`src/rtl/turn_sequencer_if.sv`:
```
// Signal bundle between the turn sequencer, the board-button logic and the
// renderer's player controller. The sequencer side uses the master modport.
//
// Handshake: the sequencer publishes a new target with a one-cycle
// playerN_pos_valid strobe while playerN_pos_x already carries the new value.
// pos_x then holds until the next strobe. The renderer answers with a
// one-cycle playerN_turn_done pulse once that player has arrived. There is
// no ready/backpressure: the sequencer only accepts turn_done from the player
// whose move is pending, and only while it is waiting for it.
interface turn_sequencer_if;
    logic       roll_req;
    logic       new_game;
    logic [2:0] dice_force;
    logic       player1_turn_done;
    logic       player2_turn_done;
    logic [9:0] player1_pos_x;
    logic       player1_pos_valid;
    logic [9:0] player2_pos_x;
    logic       player2_pos_valid;
    logic       current_player;
    logic [2:0] dice_value;
    logic       busy;
    logic       game_over;
    logic       winner;
    logic       timeout_err;
    logic [1:0] fsm_state;

    modport master (
        input  roll_req, new_game, dice_force, player1_turn_done, player2_turn_done,
        output player1_pos_x, player1_pos_valid, player2_pos_x, player2_pos_valid,
        output current_player, dice_value, busy, game_over, winner, timeout_err,
        output fsm_state
    );

    modport slave (
        output roll_req, new_game, dice_force, player1_turn_done, player2_turn_done,
        input  player1_pos_x, player1_pos_valid, player2_pos_x, player2_pos_valid,
        input  current_player, dice_value, busy, game_over, winner, timeout_err,
        input  fsm_state
    );
endinterface

```
`src/rtl/turn_sequencer.sv`:
```
// Two-player board game turn sequencer: rolls the die, moves the current
// player, waits for the renderer to report arrival (or times out), detects
// the win on the flag tile and supports a soft restart via new_game.
module turn_sequencer #(
    parameter int START_X        = 40,
    parameter int TILE_W         = 40,
    parameter int NUM_TILES      = 14,
    parameter int TIMEOUT_CYCLES = 50_000_000
) (
    input logic             clk,
    input logic             rst,
    turn_sequencer_if.master bus
);
    localparam int               CNT_W    = $clog2(TIMEOUT_CYCLES + 1);
    localparam logic [4:0]       GOAL     = 5'(NUM_TILES - 1);
    localparam logic [9:0]       HOME_X   = 10'(START_X);
    // The exit edge is the one on which the counter would reach TIMEOUT_CYCLES.
    localparam logic [CNT_W-1:0] CNT_LAST = CNT_W'(TIMEOUT_CYCLES - 1);

    typedef enum logic [1:0] {
        S_IDLE = 2'd0,
        S_MOVE = 2'd1,
        S_WAIT = 2'd2,
        S_OVER = 2'd3
    } state_t;

    state_t           state;
    state_t           state_next;
    logic [2:0]       die;
    logic [4:0]       tile1;
    logic [4:0]       tile2;
    logic [CNT_W-1:0] wait_cnt;
    logic [9:0]       p1_x;
    logic [9:0]       p2_x;
    logic             p1_valid;
    logic             p2_valid;
    logic             cur;
    logic [2:0]       dice;
    logic             over;
    logic             win;
    logic             terr;

    logic [2:0]       roll;
    logic [4:0]       cur_tile;
    logic [5:0]       tile_sum;
    logic [4:0]       new_tile;
    logic [9:0]       new_x;
    logic             done_seen;
    logic             timed_out;
    logic             wait_exit;

    // Roll selection, clamped next tile / pixel, and WAIT exit conditions.
    always_comb begin
        roll = bus.dice_force;
        if (bus.dice_force == 3'd0) begin
            roll = die;
        end else if (bus.dice_force == 3'd7) begin
            roll = 3'd6;
        end
        cur_tile  = cur ? tile2 : tile1;
        tile_sum  = {1'b0, cur_tile} + {3'b000, dice};
        new_tile  = (tile_sum > {1'b0, GOAL}) ? GOAL : tile_sum[4:0];
        new_x     = 10'(START_X + int'(new_tile) * TILE_W);
        done_seen = cur ? bus.player2_turn_done : bus.player1_turn_done;
        timed_out = (wait_cnt == CNT_LAST);
        wait_exit = done_seen || timed_out;
    end

    // FSM state register.
    always_ff @(posedge clk or posedge rst) begin
        if (rst) begin
            state <= S_IDLE;
        end else begin
            state <= state_next;
        end
    end

    // FSM next-state logic; new_game overrides everything.
    always_comb begin
        state_next = state;
        if (bus.new_game) begin
            state_next = S_IDLE;
        end else begin
            case (state)
                S_IDLE:  if (bus.roll_req) state_next = S_MOVE;
                S_MOVE:  state_next = S_WAIT;
                S_WAIT:  if (wait_exit) state_next = (cur_tile == GOAL) ? S_OVER : S_IDLE;
                S_OVER:  state_next = S_OVER;
                default: state_next = S_IDLE;
            endcase
        end
    end

    // FSM-derived and registered outputs onto the bus.
    always_comb begin
        bus.busy              = (state != S_IDLE);
        bus.fsm_state         = state;
        bus.player1_pos_x     = p1_x;
        bus.player2_pos_x     = p2_x;
        bus.player1_pos_valid = p1_valid;
        bus.player2_pos_valid = p2_valid;
        bus.current_player    = cur;
        bus.dice_value        = dice;
        bus.game_over         = over;
        bus.winner            = win;
        bus.timeout_err       = terr;
    end

    // Datapath: die counter, tiles, positions, strobes, flags, wait counter.
    always_ff @(posedge clk or posedge rst) begin
        if (rst) begin
            die      <= 3'd1;
            tile1    <= 5'd0;
            tile2    <= 5'd0;
            wait_cnt <= '0;
            p1_x     <= HOME_X;
            p2_x     <= HOME_X;
            p1_valid <= 1'b0;
            p2_valid <= 1'b0;
            cur      <= 1'b0;
            dice     <= 3'd0;
            over     <= 1'b0;
            win      <= 1'b0;
            terr     <= 1'b0;
        end else begin
            die      <= (die == 3'd6) ? 3'd1 : die + 3'd1;
            p1_valid <= 1'b0;
            p2_valid <= 1'b0;
            if (bus.new_game) begin
                tile1    <= 5'd0;
                tile2    <= 5'd0;
                p1_x     <= HOME_X;
                p2_x     <= HOME_X;
                p1_valid <= 1'b1;
                p2_valid <= 1'b1;
                cur      <= 1'b0;
                over     <= 1'b0;
                win      <= 1'b0;
                terr     <= 1'b0;
            end else begin
                case (state)
                    S_IDLE: begin
                        if (bus.roll_req) dice <= roll;
                    end
                    S_MOVE: begin
                        wait_cnt <= '0;
                        if (cur) begin
                            tile2    <= new_tile;
                            p2_x     <= new_x;
                            p2_valid <= 1'b1;
                        end else begin
                            tile1    <= new_tile;
                            p1_x     <= new_x;
                            p1_valid <= 1'b1;
                        end
                    end
                    S_WAIT: begin
                        wait_cnt <= wait_cnt + 1'b1;
                        if (wait_exit) begin
                            if (cur_tile == GOAL) begin
                                over <= 1'b1;
                                win  <= cur;
                            end else begin
                                cur <= ~cur;
                            end
                            // A real arrival in the same cycle takes precedence.
                            if (!done_seen) terr <= 1'b1;
                        end
                    end
                    default: begin
                    end
                endcase
            end
        end
    end
endmodule

```
`src/flat_wrapper.sv`:
```
// flat-port wrapper written by rule: the top's interface ports become plain ports
module turn_sequencer_flat 
#(
    parameter int START_X        = 40,
    parameter int TILE_W         = 40,
    parameter int NUM_TILES      = 14,
    parameter int TIMEOUT_CYCLES = 50_000_000
)
  (clk, rst, bus_roll_req, bus_new_game, bus_dice_force, bus_player1_turn_done, bus_player2_turn_done, bus_player1_pos_x, bus_player1_pos_valid, bus_player2_pos_x, bus_player2_pos_valid, bus_current_player, bus_dice_value, bus_busy, bus_game_over, bus_winner, bus_timeout_err, bus_fsm_state);
  turn_sequencer_if bus_i ();
  input logic clk;
  input logic rst;
  input wire logic [$bits(bus_i.roll_req)-1:0] bus_roll_req;
  input wire logic [$bits(bus_i.new_game)-1:0] bus_new_game;
  input wire logic [$bits(bus_i.dice_force)-1:0] bus_dice_force;
  input wire logic [$bits(bus_i.player1_turn_done)-1:0] bus_player1_turn_done;
  input wire logic [$bits(bus_i.player2_turn_done)-1:0] bus_player2_turn_done;
  output wire logic [$bits(bus_i.player1_pos_x)-1:0] bus_player1_pos_x;
  output wire logic [$bits(bus_i.player1_pos_valid)-1:0] bus_player1_pos_valid;
  output wire logic [$bits(bus_i.player2_pos_x)-1:0] bus_player2_pos_x;
  output wire logic [$bits(bus_i.player2_pos_valid)-1:0] bus_player2_pos_valid;
  output wire logic [$bits(bus_i.current_player)-1:0] bus_current_player;
  output wire logic [$bits(bus_i.dice_value)-1:0] bus_dice_value;
  output wire logic [$bits(bus_i.busy)-1:0] bus_busy;
  output wire logic [$bits(bus_i.game_over)-1:0] bus_game_over;
  output wire logic [$bits(bus_i.winner)-1:0] bus_winner;
  output wire logic [$bits(bus_i.timeout_err)-1:0] bus_timeout_err;
  output wire logic [$bits(bus_i.fsm_state)-1:0] bus_fsm_state;
  assign bus_i.roll_req = bus_roll_req;
  assign bus_i.new_game = bus_new_game;
  assign bus_i.dice_force = bus_dice_force;
  assign bus_i.player1_turn_done = bus_player1_turn_done;
  assign bus_i.player2_turn_done = bus_player2_turn_done;
  assign bus_player1_pos_x = bus_i.player1_pos_x;
  assign bus_player1_pos_valid = bus_i.player1_pos_valid;
  assign bus_player2_pos_x = bus_i.player2_pos_x;
  assign bus_player2_pos_valid = bus_i.player2_pos_valid;
  assign bus_current_player = bus_i.current_player;
  assign bus_dice_value = bus_i.dice_value;
  assign bus_busy = bus_i.busy;
  assign bus_game_over = bus_i.game_over;
  assign bus_winner = bus_i.winner;
  assign bus_timeout_err = bus_i.timeout_err;
  assign bus_fsm_state = bus_i.fsm_state;
  turn_sequencer #(.START_X(START_X), .TILE_W(TILE_W), .NUM_TILES(NUM_TILES), .TIMEOUT_CYCLES(TIMEOUT_CYCLES)) u_core (.clk(clk), .rst(rst), .bus(bus_i));
endmodule
```
`config.mk`:
```
export PLATFORM = sky130hd
export DESIGN_NAME = turn_sequencer_flat
export DESIGN_NICKNAME = d
export VERILOG_FILES = /design/src/rtl/turn_sequencer_if.sv /design/src/rtl/turn_sequencer.sv /design/src/flat_wrapper.sv
export SDC_FILE = /design/constraint.sdc
export NUM_CORES = 1
export LEC_CHECK = 0
export CAP_MARGIN = 20
export CORE_ASPECT_RATIO = 2
export CORE_MARGIN = 1.5
export CORE_UTILIZATION = 60
export DETAILED_ROUTE_END_ITERATION = 7
export PLACE_DENSITY = 0.95
export SLEW_MARGIN = 20
export SYNTH_ARGS = -nofsm -noshare
export SYNTH_HDL_FRONTEND = slang
export SYNTH_SLANG_ARGS = --single-unit
```
`constraint.sdc`:
```
create_clock -name clk -period 7.82 [get_ports clk]
set_clock_uncertainty 0.1 [all_clocks]
set_input_delay 1.173 -clock clk [delete_from_list [all_inputs] [get_ports clk]]
set_output_delay 1.173 -clock clk [all_outputs]
set_load 0.05 [all_outputs]
```
# == Yosys cells after proc, flatten, opt, wreduce, memory -nomap -nowiden ==
# Index checks and enable logic that the tools add are counted.
# word_totals
regBits,70
input_bits,9
out_inout_bits,32
wordCells,98
# op_classes
n_addsub,4
mul,1
n_lt_le_gt_ge,1
n_eq_ne,12
mux,46
n_bitwise,2
reduce_logical,18
# ops
cell,count
$mux 10,6
$pmux 26 s2,1
$mux 5,8
$add 26x1->26 const B,1
$eq 26x26->1 const B,1
$mux 1,23
$reduce_bool 2->1,7
$reduce_and 3->1,4
$add 7x10->10 const A,1
$mux 3,3
$mux 2,4
$pmux 2 s4,1
$reduce_and 2->1,4
$mul 5x3->7 const B,1
$add 5x3->6,1
$eq 3x3->1 const B,2
$gt 6x4->1 const B,1
$ne 2x2->1 const B,3
$eq 5x4->1 const B,1
$eq 2x2->1 const B,2
$add 3x1->3 const B,1
$logic_not 3->1,1
$ne 3x2->1 const B,1
$ne 3x3->1 const B,1
4 further kinds,5

# == Logic depth before layout (Yosys ltp) ==
# depth
word_depth,9
depth_mapped,18
ltp_nobuf,16

# == Worst setup path before layout ==
# No wires, ideal clock.
# synth_path
path_kind,flip-flop to flip-flop
from,"register u_core.cur, in the netlist u_core.bus.current_player"
to,"register u_core.p2_x[8], in the netlist u_core.bus.player2_pos_x[8]"
setup_time_ns,0.066
t_arrival_ns,4.572
required_time_ns,7.654
slack_ns,3.082
stages_incl_launch_ff,18
n_path_buf,2
synth_period_minus_slack_ns,4.738
cell_sequence,dfrtp_1 buf_2 clkbuf_1 mux2_2 ha_1 a211oi_1 xnor2_1 a22oi_4 o21a_1 inv_1 ha_1 ha_1 fa_1 xnor2_1 nand2_1 mux2_2 a211oi_1 a221o_1
# synth_between
elab_chain_len,9
elab_cells_between_ends,11
classes_between,add/sub: 2; mul: 1; order compare: 1; mux: 5; reduce/logical: 2
# synth_lines
element,line_no,rtl
start: declaration,turn_sequencer.sv:37,logic cur;
start signal: assignment,turn_sequencer.sv:164,cur <= ~cur;
$mux 5,turn_sequencer.sv:60,cur_tile = cur ? tile2 : tile1;
$add 5x3->6,turn_sequencer.sv:61,"tile_sum = {1'b0, cur_tile} + {3'b000, dice};"
$gt 6x4->1,turn_sequencer.sv:62,"new_tile = (tile_sum > {1'b0, GOAL}) ? GOAL : tile_sum[4:0];"
$mux 5,turn_sequencer.sv:62,
$mul 5x3->7,turn_sequencer.sv:63,new_x = 10'(START_X + int'(new_tile) * TILE_W);
$add 7x10->10,turn_sequencer.sv:63,
$mux 10,turn_sequencer.sv:147,if (cur) begin
$mux 10,turn_sequencer.sv:141,case (state)
$mux 10,turn_sequencer.sv:129,if (bus.new_game) begin
end signal: assignment,turn_sequencer.sv:149,p2_x <= new_x;
end: declaration,turn_sequencer.sv:34,logic [9:0] p2_x;
# Parallel ways exist; a longest one is shown, timed or not. The select of a mux whose other input is x is not followed.
# A chain may end at the register's enable or synchronous reset.

# == Worst setup path after layout ==
# layout_path
from,"register u_core.cur, in the netlist u_core.bus.current_player"
to,"register u_core.p1_x[9], in the netlist u_core.bus.player1_pos_x[9]"
# layout_between
elab_chain_len,9
elab_cells_between_ends,11
classes_between,add/sub: 2; mul: 1; order compare: 1; eq/ne: 1; mux: 5; reduce/logical: 1
# layout_lines
element,line_no,rtl
$mux 5,turn_sequencer.sv:60,
$add 5x3->6,turn_sequencer.sv:61,
$gt 6x4->1,turn_sequencer.sv:62,
$mux 5,turn_sequencer.sv:62,
$mul 5x3->7,turn_sequencer.sv:63,
$add 7x10->10,turn_sequencer.sv:63,
$mux 10,turn_sequencer.sv:147,
$mux 10,turn_sequencer.sv:141,
$mux 10,turn_sequencer.sv:129,
end signal: assignment,turn_sequencer.sv:153,p1_x <= new_x;
end: declaration,turn_sequencer.sv:33,logic [9:0] p1_x;
# Parallel ways exist; a longest one is shown, timed or not. The select of a mux whose other input is x is not followed.

==> impl_metrics.toml <==
[place]
dp.cells = 515
globalplace.congestion = 0.9404
portBuffers = 34
detailed_place_hpwl_mm = 6.515

[critical_path]
r2r_end = "u_core.bus.player1_pos_x[9]$_DFFE_PP0P_"
path_buf_inv = 1
cp-start-kind = "flop"
setup.worst_path.class = "flop to flop"
cpMostUsedCell = "ha_1"
crit_path_max_incr_delay_ns = 0.67
crit_chain = "mux2_2 -> ha_1 -> a211oi_1 -> xnor2_1 -> a22oi_4 -> o21a_1 -> inv_1 -> ha_1 -> ha_1 -> fa_1 -> nand2_1 -> nor3_1 -> o21ai_0 -> a31oi_1 -> mux2_2"
r2r_slack_ns = 3.08
cp_top_family = "compound AO/OA/AOI/OAI gates"
r2r_cells = 15
crit_fanout = 16
end_kind = "flop"
rr_startpoint = "u_core.bus.current_player$_DFFE_PP0P_"
cpMaxStageDelayCell = "dfrtp_1"
required_ns = 7.99
timing.critical_path.arrival_ns = 4.90

[route]
drt_iter0_drc = 173
viasPerCell = 5.972
detail-route-antenna-nets = 0
routed_wl_mm = 8.996
first_pass_iters = 5
vias = 3171
wl_per_cell_um = 16.94
route.detailed.drc = 0

[global_routing]
grt_pass1_vias = 3302
grt_first_pass_wirelength_mm = 14.71
grt_antenna_before_repair = 0
grt_max_degree = 65
track_usage_pct = 28.99
overflow = 0

[floorplanning]
die_w_um = 59.23
pin_count = 41
rows = 40
start_util_pct = 62.64
die_y_um = 115.5
core_um2 = 6056
fp.dieArea_um2 = 6838

[power_and_ir_drop]
ir_drop_uv = 311.9
powerDensity_nw_per_um2 = 351.1
p_leak_uw = 0.002014

[cells_and_area]
antenna_cells = 0
instances_no_fill = 531
nets = 467
drive_gt1_share_pct = 10.29
syn2layout_area_growth_pct = 18.34

[clock_tree]
cts_resized = 0
clock_sinks = 64
htreeDepth = 3
worstSkewPairLatency_ns = 0.33
cts_setup_buffers = 0
cts_root_buf = "clkbuf_16"
numCtsBuffers = 9
cts_tree = "yes"
cts_hold_buffers = 0
cts_max_path_buffers = 2
path_clk_slew_ns = 0.05

[synthesis]
synth_edf_count = 0
yosysWarnings = 0
synth.top_cell.area_share_pct = 38.92
ys_types = 59
async_flop_share_pct = 100.0
ys_top_cells_by_area = "dfrtp_1, nor2_1, ha_1, nand2_1, xnor2_1"
seq_area_frac_synth_pct = 42.38
ys.flop_type = "dfrtp_1"
synth_cells = 412
avgSynthCellArea_um2 = 9.208
ys_seq_elements = 64
synth_top_area_cell = "dfrtp_1"
syn_area_um2 = 3794

[sta]
setup_viol = 0
fmax_mhz = 211.2
fin_crit_ns = 4.735
slew_viol_final = 0
rsz0062_at_grt = "no"
worst_slew_pin_slew_ns = 1.080
whs_ns = 0.3817
hold_violations = 0
relSlewSlack_pct = 27.82
finalSetupTns_ns = 0
layout_worst_path_cycle_share_pct = 60.56

[hold_path]
min_to = "u_core.die[0]$_DFF_PP1_"
min_from = "u_core.die[0]$_DFF_PP1_"
hold_depth = 1
hp-class = "flop to flop"

[flow_run]
maxCapViolations = 0

[status]
outcome = "completed"
## how the worst max path moves through the flow
stage                                          start                                       to  cells past startpoint  slack [ns]
6_report       u_core.bus.current_player$_DFFE_PP0P_  u_core.bus.player1_pos_x[9]$_DFFE_PP0P_                     15        3.08
3_3_place_gp   u_core.bus.current_player$_DFFE_PP0P_  u_core.bus.player1_pos_x[8]$_DFFE_PP0P_                     15        3.41
4_1_cts        u_core.bus.current_player$_DFFE_PP0P_  u_core.bus.player1_pos_x[9]$_DFFE_PP0P_                     15        3.11
5_1_grt        u_core.bus.current_player$_DFFE_PP0P_  u_core.bus.player1_pos_x[8]$_DFFE_PP0P_                     15        2.75
2_1_floorplan  u_core.bus.current_player$_DFFE_PP0P_  u_core.bus.player2_pos_x[8]$_DFFE_PP0P_                     17        3.08
3_5_place_dp   u_core.bus.current_player$_DFFE_PP0P_  u_core.bus.player1_pos_x[9]$_DFFE_PP0P_                     15        3.17
## kinds of logic (layout without fill, tap and decap cells)
| logic type | Yosys count | in the layout | synth area share (%) |
|---|---|---|---|
| muxes | 12 | 12 | 3.430 |
| adders and majority gates | 16 | 16 | 5.673 |
| xor gates and xnor gates | 25 | 25 | 5.772 |
| AOI/OAI and AO/OA | 80 | 80 | 14.08 |
| and+or+nand+nor | 167 | 167 | 22.89 |
| buffers and inverters | 47 | 76 | 5.673 |
| other | 1 | 7 | 0.09885 |
| DFF | 64 | 64 | 42.38 |
## synth_stat cells (all sizes together) (3+ instances only)
master	count
mux2	8
nand3	17
a211oi	11
o21ai	16
nand2b	8
dfrtp	59
clkbuf	13
xnor2	16
nor2b	5
nand3b	3
buf	11
and2	4
xor2	9
or3	5
nand2	38
a31oi	6
nand4	9
and3	3
a21oi	24
nor2	49
nor3	15
mux2i	4
dfstp	5
ha	14
a211o	4
inv	23
## layout make-up
type                    instances  area [um2]
multi-input cells             307        1993
clock inverters                 2       60.06
inverters                      23       86.33
repair buffers                 37       362.8
well taps                      84       105.1
fillers                       415        1567
clock buffers                  14       274.0
flip-flops and latches         64        1608
## cell usage in the layout, fill, tap and decap left out, drive strengths merged, types with 14 or more instances in the layout
master and n:
a21oi 24, clkbuf 14, clkdlybuf4s50 34, dfrtp 59, ha 14, inv 23
nand2 38, nand3 17, nor2 49, nor3 15, o21ai 16, xnor2 16
## routing by layer
metal,share of wire [%],vias up,global-route usage (%)
met3,3.6,45,6.250
li1,-,1483,-
met5,0,-,0
met1,34,1539,27.83
met2,56,104,51.58
met4,6.2,0,21.06
## state kept, by name, summed over array words and instances, names as in the netlist, 2 cells and up
register                  count
u_core.wait_cnt              26
u_core.bus.player2_pos_x      7
u_core.bus.player1_pos_x      7
u_core.bus.fsm_state          2
u_core.tile2                  5
u_core.tile1                  5
u_core.die                    3
u_core.bus.dice_value         3
## worst reg2reg max path, stage by stage (launching register included)
cell and delay (ns):
dfrtp_1 0.67, mux2_2 0.44, ha_1 0.32, a211oi_1 0.46
xnor2_1 0.19, a22oi_4 0.28, o21a_1 0.24, inv_1 0.08
ha_1 0.19, ha_1 0.21, fa_1 0.54, nand2_1 0.11
nor3_1 0.17, o21ai_0 0.13, a31oi_1 0.33, mux2_2 0.22
## metrics by stage
| step | total power (uW) | instance area (um2) | setup slack [ns] | util [%] |
|---|---|---|---|---|
| finish | 1576 | 4489 | 3.085 | 74.13 |
| global route | 1655 | 4489 | 2.749 | 74.13 |
| floorplan | 938.3 | 3816 | 3.082 | - |
| global placement | 1100 | 4155 | 3.409 | 68.62 |
| detailed placement | 1126 | 4155 | 3.173 | 68.62 |
| CTS | 1577 | 4489 | 3.109 | 74.13 |
## power by group
group | switching [uW] | internal [uW] | total, uW
Sequential | 31.5 | 370 | 401
Combinational | 482 | 252 | 734
Clock | 136 | 305 | 441
Note: power is estimated with default switching activity, not from simulation.
